===== src/rtl/matrix_load_seq.sv =====
`default_nettype none
// ============================================================================
// Module   : matrix_load_seq
// Purpose  : Sequences one 12-word operand load into a downstream demux.
//            Words 0..3 go to the square-matrix slots on data_out1/sel1.
//            Words 4..10 go to the other slots on data_out2/sel2. Word 11
//            also goes on data_out2 but is selected with sel1=7, because the
//            sink routes that code from its second data input. Each accepted
//            word is presented for exactly one cycle after its accept edge.
//            Otherwise both selects sit at the idle code 3'b110.
// Revision : 1.0 - initial release
//
// Ports    : clk          sole clock, rising edge
//            rst_n        synchronous active-low reset
//            start        begins a load when sampled high in IDLE
//            in_valid     upstream word valid
//            in_data      upstream operand word [15:0]
//            in_ready     word accepted this cycle when in_valid is also high
//            data_out1    demux first data input [15:0]
//            data_out2    demux second data input [15:0]
//            sel1, sel2   demux select codes [2:0]
//            busy         high from load start until DONE is exited
//            done         one-cycle pulse after the 12th word is presented
//            timeout_err  sticky idle-timeout flag
//
// Config   : SEQ_TIMEOUT_EN - when defined, an 8-bit idle counter aborts a
//            stalled load after 255 consecutive in_valid=0 cycles. When it is
//            undefined, timeout_err is tied low and the block waits forever.
// ============================================================================
module matrix_load_seq (
    input  logic        clk,
    input  logic        rst_n,
    input  logic        start,
    input  logic        in_valid,
    input  logic [15:0] in_data,
    output logic        in_ready,
    output logic [15:0] data_out1,
    output logic [15:0] data_out2,
    output logic [2:0]  sel1,
    output logic [2:0]  sel2,
    output logic        busy,
    output logic        done,
    output logic        timeout_err
);

    localparam logic [2:0] C_SEL_IDLE = 3'b110;
    localparam logic [2:0] C_SEL_HIGH = 3'b111;

    typedef enum logic [2:0] {
        S_IDLE   = 3'd0,
        S_LOAD_A = 3'd1,
        S_LOAD_B = 3'd2,
        S_LOAD_X = 3'd3,
        S_DONE   = 3'd4
    } state_e;

    state_e      state_q, state_d;
    logic [3:0]  cnt_q, cnt_d;
    // Set by the accept of word 11. It holds LOAD_X for the presentation
    // cycle so that DONE follows the presented word rather than coinciding
    // with it.
    logic        last_q, last_d;
    logic [15:0] dout1_q, dout1_d;
    logic [15:0] dout2_q, dout2_d;
    logic [2:0]  sel1_q, sel1_d;
    logic [2:0]  sel2_q, sel2_d;
    logic        in_load;
    logic        accept;

`ifdef SEQ_TIMEOUT_EN
    logic [7:0]  idle_q, idle_d;
    logic        terr_q, terr_d;
`endif

    always_ff @(posedge clk) begin
        if (!rst_n) begin
            state_q <= S_IDLE;
            cnt_q   <= 4'd0;
            last_q  <= 1'b0;
            dout1_q <= 16'd0;
            dout2_q <= 16'd0;
            sel1_q  <= C_SEL_IDLE;
            sel2_q  <= C_SEL_IDLE;
`ifdef SEQ_TIMEOUT_EN
            idle_q  <= 8'd0;
            terr_q  <= 1'b0;
`endif
        end else begin
            state_q <= state_d;
            cnt_q   <= cnt_d;
            last_q  <= last_d;
            dout1_q <= dout1_d;
            dout2_q <= dout2_d;
            sel1_q  <= sel1_d;
            sel2_q  <= sel2_d;
`ifdef SEQ_TIMEOUT_EN
            idle_q  <= idle_d;
            terr_q  <= terr_d;
`endif
        end
    end

    always_comb begin
        state_d = state_q;
        cnt_d   = cnt_q;
        last_d  = last_q;
        dout1_d = dout1_q;
        dout2_d = dout2_q;
        // Selects fall back to idle unless a word is accepted this cycle.
        sel1_d  = C_SEL_IDLE;
        sel2_d  = C_SEL_IDLE;
`ifdef SEQ_TIMEOUT_EN
        idle_d  = idle_q;
        terr_d  = terr_q;
`endif

        in_load  = (state_q == S_LOAD_A) || (state_q == S_LOAD_B) ||
                   (state_q == S_LOAD_X);
        in_ready = in_load && !last_q;
        accept   = in_valid && in_ready;
        busy     = in_load || (state_q == S_DONE);
        done     = (state_q == S_DONE);

        // Slot decode of the accepted word.
        if (accept) begin
            if (cnt_q < 4'd4) begin
                dout1_d = in_data;
                sel1_d  = cnt_q[2:0];
            end else if (cnt_q < 4'd10) begin
                dout2_d = in_data;
                sel2_d  = 3'(cnt_q - 4'd4);
            end else if (cnt_q == 4'd10) begin
                dout2_d = in_data;
                sel2_d  = C_SEL_HIGH;
            end else begin
                dout2_d = in_data;
                sel1_d  = C_SEL_HIGH;
            end
            cnt_d = (cnt_q == 4'd11) ? 4'd0 : cnt_q + 4'd1;
        end

        case (state_q)
            S_IDLE: begin
                if (start) begin
                    state_d = S_LOAD_A;
                    cnt_d   = 4'd0;
                    last_d  = 1'b0;
`ifdef SEQ_TIMEOUT_EN
                    terr_d  = 1'b0;
`endif
                end
            end
            S_LOAD_A: begin
                if (accept && cnt_q == 4'd3) state_d = S_LOAD_B;
            end
            S_LOAD_B: begin
                if (accept && cnt_q == 4'd9) state_d = S_LOAD_X;
            end
            S_LOAD_X: begin
                if (last_q) begin
                    state_d = S_DONE;
                    last_d  = 1'b0;
                end else if (accept && cnt_q == 4'd11) begin
                    last_d  = 1'b1;
                end
            end
            S_DONE: begin
                state_d = S_IDLE;
            end
            default: begin
                state_d = S_IDLE;
            end
        endcase

`ifdef SEQ_TIMEOUT_EN
        // Count consecutive in_valid=0 cycles while loading. The 255th
        // abandons the load without a done pulse.
        if (in_load) begin
            if (accept) begin
                idle_d = 8'd0;
            end else if (!in_valid) begin
                if (idle_q == 8'd254) begin
                    idle_d  = 8'd0;
                    terr_d  = 1'b1;
                    state_d = S_IDLE;
                    cnt_d   = 4'd0;
                    last_d  = 1'b0;
                end else begin
                    idle_d = idle_q + 8'd1;
                end
            end
        end else begin
            idle_d = 8'd0;
        end
        timeout_err = terr_q;
`else
        timeout_err = 1'b0;
`endif
    end

    assign data_out1 = dout1_q;
    assign data_out2 = dout2_q;
    assign sel1      = sel1_q;
    assign sel2      = sel2_q;

endmodule
`default_nettype wire


===== config.mk =====
export PLATFORM = sky130hd
export DESIGN_NAME = matrix_load_seq
export DESIGN_NICKNAME = d
export VERILOG_FILES = /design/src/rtl/matrix_load_seq.sv
export SDC_FILE = /design/constraint.sdc
export NUM_CORES = 1
export LEC_CHECK = 0
export BUFFER_PORTS_ARGS = -buffer_cell sky130_fd_sc_hd__buf_2
export CORE_MARGIN = 2
export CORE_UTILIZATION = 45
export CTS_CLUSTER_SIZE = 30
export DETAILED_ROUTE_END_ITERATION = 8
export MAX_ROUTING_LAYER = met4
export PLACE_DENSITY_LB_ADDON = 0.25
export SLEW_MARGIN = 10
export SYNTH_ARGS = -nofsm -noshare
export SYNTH_HDL_FRONTEND = slang
export SYNTH_SLANG_ARGS = --single-unit

===== constraint.sdc =====
create_clock -name clk -period 1.5 [get_ports clk]
set_clock_uncertainty 0.05 [all_clocks]
set_input_delay 0.15 -clock clk [delete_from_list [all_inputs] [get_ports clk]]
set_output_delay 0.15 -clock clk [all_outputs]
set_load 0.03 [all_outputs]

# Yosys cells after proc, flatten, opt, wreduce, memory -nomap -nowiden
# Index checks and enable logic that the tools add are counted.
# Widths: inputs -> output; s select.
[word_totals] regBits=46 wordCells=61
[classes] order_cmp=2 eq_ne=12 n_reduce_logical=17 n_addsub=2 muxes=18 bitwise_logic=3
[op_table] operator="$mux 3" count=6
[op_table] operator="$mux 4" count=4
[op_table] operator="$eq 4x4->1 const B" count=3
[op_table] operator="$pmux 3 s4" count=1
[op_table] operator="$reduce_and 2->1" count=4
[op_table] operator="$eq 3x2->1 const B" count=2
[op_table] operator="$mux 1" count=6
[op_table] operator="$logic_and 1x1->1" count=5
[op_table] operator="$add 4x1->4 const B" count=1
[op_table] operator="$eq 4x2->1 const B" count=1
[op_table] operator="$lt 4x3->1 const B" count=1
[op_table] operator="$lt 4x4->1 const B" count=1
[op_table] operator="$ne 2x1->1 const B" count=2
[op_table] operator="$ne 2x2->1 const B" count=2
[op_table] operator="$reduce_and 4->1" count=1
[op_table] operator="$eq 3x1->1 const B" count=1
[op_table] operator="$eq 3x3->1 const B" count=1
[op_table] operator="$logic_not 3->1" count=1
[op_table] operator="$logic_or 1x1->1" count=3
[op_table] operator="$not 1->1" count=3
[op_table] operator="$reduce_or 3->1" count=1
[op_table] operator="$sub 3x3->3 const B" count=1
[op_table] operator="$pmux 1 s2" count=1
[op_table] operator="$reduce_bool 2->1" count=1
[op_table] operator="$logic_not 1->1" count=1

# Longest topological paths before layout
# Gate-level depths: netlist of run 1.
[depth] depth_word=9 ltp_mapped=7

# Worst setup path after synthesis of run 1
# No wires, ideal clock.
[synth_path] path_type="flip-flop to flip-flop" from="register cnt_q[2]" to="register dout2_q[6] (netlist: data_out2[6])" arrival_ns=1.320 period_less_slack_ns=1.484 path_buffers=3 path_slack_ns=0.016 path_stages_with_launch=8 t_required_ns=1.336 path_cell_list="dfxtp_1 > buf_2 > or2_2 > and4_1 > clkbuf_2 > buf_6 > nand3_1 > nand2_1"
[synth_between] elab_chain_cells=3
[synth_lines] item="start, declared" line_no="58" source="logic [3:0] cnt_q, cnt_d;"
[synth_lines] item="start signal, assigned" line_no="90" source="cnt_q <= cnt_d;"
[synth_lines] item="$lt 4x3->1" line_no="126" source="if (cnt_q < 4'd4) begin"
[synth_lines] item="$not 1->1 (no line)"
[synth_lines] item="$reduce_and 2->1 (no line)"
[synth_lines] item="end signal, assigned" line_no="93" source="dout2_q <= dout2_d;"
[synth_lines] item="end, declared" line_no="64" source="logic [15:0] dout2_q, dout2_d;"
# Every way passes these cells.
# A chain may end at the register's enable or synchronous reset.

# Worst setup path in the final report of run 1
[layout_path] from="register state_q[0]" to="output done"
[layout_between] elab_chain_cells=1
[layout_lines] item="start, declared" line_no="57" source="state_e state_q, state_d;"
[layout_lines] item="start signal, assigned" line_no="89" source="state_q <= state_d;"
[layout_lines] item="$eq 3x3->1" line_no="122" source="done = (state_q == S_DONE);"
[layout_lines] item="end, declared" line_no="42" source="output logic done,"
# Every way passes these cells.

==> results of run 1 <==
## stage by stage
step | worst slack (ps) | utilization [%] | area [µm²]
floorplan | 15.8 | - | 1910
global placement | -7.78 | 56.7 | 2300
detailed placement | -50.6 | 56.7 | 2300
CTS | 1.65 | 59.5 | 2410
global route | -10.8 | 60.2 | 2440
finish | 81.8 | 60.2 | 2440
## state kept, by name, indices dropped and copies added, names as in the netlist
register,cells
last_q,1
sel1,3
data_out1,16
data_out2,16
state_q,3
cnt_q,4
sel2,3
## final cells by class
class | count | area, µm² | area share, %
Clock buffer | 5 | 68.8 | 2.82
Tap cell | 50 | 62.6 | 2.56
Timing Repair Buffer | 76 | 453 | 18.5
Inverter | 2 | 7.51 | 0.307
Multi-Input combinational cell | 161 | 886 | 36.3
Sequential cell | 46 | 921 | 37.7
Clock inverter | 3 | 43.8 | 1.79
## worst max-delay path: cells and delay by family (launching register included)
family / cells / cell delay (ps)
AND/OR/NAND/NOR: 2 / 270
buffers and inverters: 2 / 330
flip-flops: 1 / 320
## worst min path at each step
stage | start | slack, ps | endpoint
final | in_data[1] | 10 | data_out2[1]
after global routing | in_data[1] | 10 | data_out2[1]
after CTS | in_data[1] | 6 | data_out2[1]
after detailed placement | in_data[8] | 330 | data_out2[8]
after global placement | in_data[1] | 330 | data_out2[1]
after floorplan | in_data[10] | 230 | data_out2[10]
## cells in the mapped netlist (all sizes together)
cell type and count:
xnor2 1, a21boi 16, ha 2, a311oi 1, or2 2, clkbuf 10
or3 1, a22oi 1, nor2b 2, a2bb2oi 1, nand3 52, nor3 3
nand4 5, inv 2, nor4 1, and2 1, nand2 41, nor2 12
buf 10, a31oi 3, a21oi 4, and3 1, conb 1, nand3b 1
dfxtp 46, xor2 1, and4 1, o21ai 4, a211oi 1, nand2b 2
## power groups by stage
stage	Combinational (mW)	Sequential, mW	Clock, mW
2_1_floorplan	0.111	1.33	0
3_3_place_gp	0.237	1.28	0
3_5_place_dp	0.237	1.29	0
4_1_cts	0.238	1.26	0.960
5_1_grt	0.263	1.26	1.01
6_report	0.242	1.26	0.937
## metal layers
| layer | up-vias | wire length, µm |
|---|---|---|
| met5 | - | 0 |
| met4 | 0 | 78 |
| met3 | 10 | 336 |
| met2 | 56 | 2130 |
| met1 | 820 | 2070 |
| li1 | 906 | - |
## logic make-up after synthesis
group / after synthesis / share of synthesized area, %
AO/OA/AOI/OAI: 31 / 11.4
AND/OR/NAND/NOR: 125 / 31.4
buffers and inverters: 22 / 6.61
flip-flops: 46 / 48.2
other: 1 / 0.196
adder cells (fa/ha/maj): 2 / 1.31
XOR/XNOR: 2 / 0.916
## what timing repair did
item | in CTS | in global routing
setup endpoints to repair | 16 | 21
pin swaps | 0 | 1
gates resized for setup | 1 | 8
==> results.toml, run 1 <==
[setup_path]
crit_path_end_kind = "output pin"
required_ps = 1300
critPathMaxStageDelay_ps = 320
r2r_cells = 4
slack_of_the_worst_reg_to_reg_path_ps = 90
start_kind = "register"
critPathMaxFanout = 6
worst_setup_path_startpoint = "state_q[0]"
critical_path.cell_chain = "buf_4 > nor2_4 > and2_1 > clkbuf_4"
timing.rr.end = "data_out2[12]"
worst_r2r_startpoint = "cnt_q[3]"
worst_ep_arrival_time_ps = 1220
worstSetupEndpoint = "done"
worst_path_max_delay_cell = "sky130_fd_sc_hd__dfxtp_1"
critPathKind = "reg2out"

[final_layout]
design.final.nets = 314
layout.cells.most_common_list = "57 x sky130_fd_sc_hd__buf_2, 52 x sky130_fd_sc_hd__nand3_1, 46 x sky130_fd_sc_hd__dfxtp_1"
diodes = 0
drive_above_1_share_pct = 32.1
syn2layout_area_growth_pct = 27.7
n_fill_cell = 384
layout_commonest_cell = "sky130_fd_sc_hd__buf_2"
fin_cells = 343

[drt]
ant_nets = 0
post-route-drc-count = 0
drtPass1Iterations = 4
viasPerCell = 5.22
first_iter_violations = 100
wl_mm = 4.61
route.vias.total = 1792
routedWlPerCell_um = 13.4

[grt]
gr-total-overflow = 0
grtUsageMet1_pct = 24.5
global_route_usage_over_all_layers_pct = 20.3
global_routing_met2_resource_utilization_pct = 31.7
via_count_of_the_first_global_routing_pass = 1680
grtUsageMet3_pct = 6.98
global_route_hottest_layer = "met2"
grt_max_degree = 22
wire_length_of_the_first_global_routing_pass_mm = 7.71
antenna_found_initial = 0

[clock_tree]
post_cts_hold_buffers = 0
numClockSinks = 46
ctsLongestPathBuffers = 2
tritoncts = "done"
h-tree-depth = 2
clk_transition_reported_paths_ps = 90
clkLatencyLatePin_ps = 300
tritoncts.num_buffers = 5
cts.root.buffer_cell = "sky130_fd_sc_hd__clkbuf_8"
post-cts-setup-buffers = 0

[pwr]
net-switching-power_mw = 0.601
pwr-share-clk_pct = 38.5
irDropWorstVdd_v = 0.000476
power.density_cell_area_mw_per_mm2 = 997
p_seq_share_pct = 51.6
power.static_leakage_nw = 1.12
overall_power_of_the_completed_layout_mw = 2.43
power_report.internal_total_mw = 1.83
swShare_pct = 24.7
combPwrFrac_pct = 9.9

[floorplanning]
chipHeight_um = 69.2
coreArea_mm2 = 0.00406
die_width_um = 69.2
std_cell_rows = 23
initial_core_util_pct = 47.1
floorplan.die_area_mm2 = 0.00479
ioPinCount = 62

[timing]
finalHoldViolations = 0
final.hold.worst_slack_ps = 10.6
final.period_utilization_pct = 94.5
grt_setup_unrepaired = "yes"
drv_slew = 0
timing.final.crit_period_ps = 1420
finalSetupViolations = 0
final.setup.tns_ps = 0
achievable-frequency_mhz = 705

[run]
drv_cap = 0

[synth]
synth.yosys.warnings = 0
yosys.cell_types.count = 36
syn-cell-area_mm2 = 0.00191
netlist.top_cell.by_area = "sky130_fd_sc_hd__dfxtp_1"
synth-seq-cells = 46
mean_instance_size_in_the_synthesized_netlist_um2 = 8.35
syn_nets = 251
number_of_instances_in_the_synthesized_netlist = 229
synth_largest_type_area_fraction_pct = 48.2
synth_top_cells_by_area = "sky130_fd_sc_hd__dfxtp_1 48%, sky130_fd_sc_hd__nand3_1 14%, sky130_fd_sc_hd__nand2_1 8.0%"
synth_seq_area_share_pct = 48.2

[worst_hold_path]
timing.hold.worst_path_depth = 3
holdCritPathClass = "in2reg"

[place]
detailed_place_hpwl_mm = 3.25
routabilityCongestion = 0.776
placed_insts = 335
portBuffers = 60

[status]
run_status = "finished clean"
Power figures use the tool's default switching activity.
==> run 2: changes to the inputs <==
- RECOVER_POWER: not set -> 100
- REMOVE_ABC_BUFFERS: not set -> 1
==> results.toml, run 2 (synthesis gave the netlist of run 1 again) <==
[timing]
finalHoldViolations = 0
grt_setup_unrepaired = "no"
final.hold.worst_slack_ps = 24.6
drv_slew = 0
finalSetupViolations = 0
timing.final.crit_period_ps = 1430
final.period_utilization_pct = 95.5
achievable-frequency_mhz = 698
final.setup.worst_slack_ps = 67.9
final.setup.tns_ps = 0

[setup_path]
worst_r2r_startpoint = "state_q[0]"
timing.rr.end = "sel2[1]"
crit_path_end_kind = "register"
critPathMaxFanout = 6
worst_ep_arrival_time_ps = 1560
required_ps = 1620
start_kind = "register"
slack_of_the_worst_reg_to_reg_path_ps = 70
critPathKind = "reg2reg"
r2r_cells = 4

[place]
detailed_place_hpwl_mm = 3.20
placed_insts = 337
routabilityCongestion = 0.826
placement.setup.worst_slack_ps = -48.5
portBuffers = 60

[grt]
via_count_of_the_first_global_routing_pass = 1652
gr-total-overflow = 0
grt_max_degree = 28
antenna_found_initial = 0
global_route_usage_over_all_layers_pct = 19.3
wire_length_of_the_first_global_routing_pass_mm = 7.40

[pwr]
p_seq_share_pct = 56.4
power.density_cell_area_mw_per_mm2 = 940
swShare_pct = 25.5
pwr-share-clk_pct = 32.9
irDropWorstVdd_v = 0.000674
net-switching-power_mw = 0.569
combPwrFrac_pct = 10.7
power_report.internal_total_mw = 1.66
power.static_leakage_nw = 0.967

[worst_hold_path]
timing.hold.worst_path_depth = 3
holdPathEnd = "data_out2[0]"
holdCritPathClass = "in2reg"
hold_path_startpoint = "in_data[0]"

[final_layout]
syn2layout_area_growth_pct = 24.0
layout_commonest_cell = "sky130_fd_sc_hd__nand3_1"
drive_above_1_share_pct = 18.9
diodes = 0
fin_cells = 347
fin_util_pct = 58.4
layout.cells.most_common_list = "52 x sky130_fd_sc_hd__nand3_1, 46 x sky130_fd_sc_hd__dfxtp_1, 41 x sky130_fd_sc_hd__nand2_1"
design.final.nets = 318

[floorplanning]
die_width_um = 69.2
chipHeight_um = 69.2
coreArea_mm2 = 0.00406
floorplan.die_area_mm2 = 0.00479
ioPinCount = 62
std_cell_rows = 23
initial_core_util_pct = 47.1

[drt]
drtPass1Iterations = 4
viasPerCell = 5.15
wl_mm = 4.49
first_iter_violations = 116
route.vias.total = 1787
post-route-drc-count = 0
ant_nets = 0
routedWlPerCell_um = 12.9

[run]
drv_cap = 0

[status]
run_status = "finished clean"

[clock_tree]
numClockSinks = 46
tritoncts = "done"
tritoncts.num_buffers = 5
cts.root.buffer_cell = "sky130_fd_sc_hd__clkbuf_8"
clkLatencyLatePin_ps = 290
post_cts_hold_buffers = 0
ctsLongestPathBuffers = 2
h-tree-depth = 2
clk_transition_reported_paths_ps = 90
## run 2: area by class of cell
class	instances	area [µm²]
Fill cell	399	1690
Sequential cell	46	921
Multi-Input combinational cell	161	868
Timing Repair Buffer	80	424
Clock buffer	6	72.6
Tap cell	50	62.6
Clock inverter	2	13.8
Inverter	2	7.51
## run 2: through the flow
stage               total power [mW]  instance area [µm²]
finish                          2.23                 2370
global placement                1.52                 2320
global route                    2.33                 2370
CTS                             2.26                 2410
detailed placement              1.52                 2320
floorplan                       1.40                 1790
## run 2: worst max-delay path by stage
stage	startpoint	end	slack [ps]	cells past startpoint
after CTS	state_q[0]	done	10	4
after global routing	cnt_q[3]	data_out2[10]	9	4
after floorplan	cnt_q[2]	state_q[0]	-130	4
after detailed placement	cnt_q[3]	data_out2[1]	-50	4
after global placement	cnt_q[3]	data_out2[2]	-9	4
final	state_q[0]	sel2[1]	70	4
## run 2: power groups by stage
| stage | clock (mW) | sequential, mW | combinational (mW) |
|---|---|---|---|
| finish | 0.733 | 1.26 | 0.240 |
| global route | 0.812 | 1.26 | 0.259 |
| CTS | 0.762 | 1.26 | 0.241 |
| detailed placement | 0 | 1.28 | 0.239 |
| global placement | 0 | 1.28 | 0.238 |
| floorplan | 0 | 1.33 | 0.0770 |
## run 2: timing repair
| item | CTS | global route |
|---|---|---|
| setup buffers | 0 | 2 |
| gates cloned | 0 | 0 |
| pin swaps | 0 | 1 |
| endpoints found under the setup margin | 17 | 10 |
| resized for setup | 2 | 3 |
## run 2: metal layers
layer,vias up,track usage (%),share of wire (%)
met1,820,23.0,44
met2,49,32.1,50
li1,914,-,-
met4,0,6.75,1.2
met5,-,-,0
met3,4,4.65,5.0
## run 2: worst max-delay path, stage by stage, from the launching register on
cell and delay (ps):
sky130_fd_sc_hd__dfxtp_1 330, sky130_fd_sc_hd__or2_1 230, sky130_fd_sc_hd__buf_4 170, sky130_fd_sc_hd__nand4_1 160, sky130_fd_sc_hd__or3_1 380
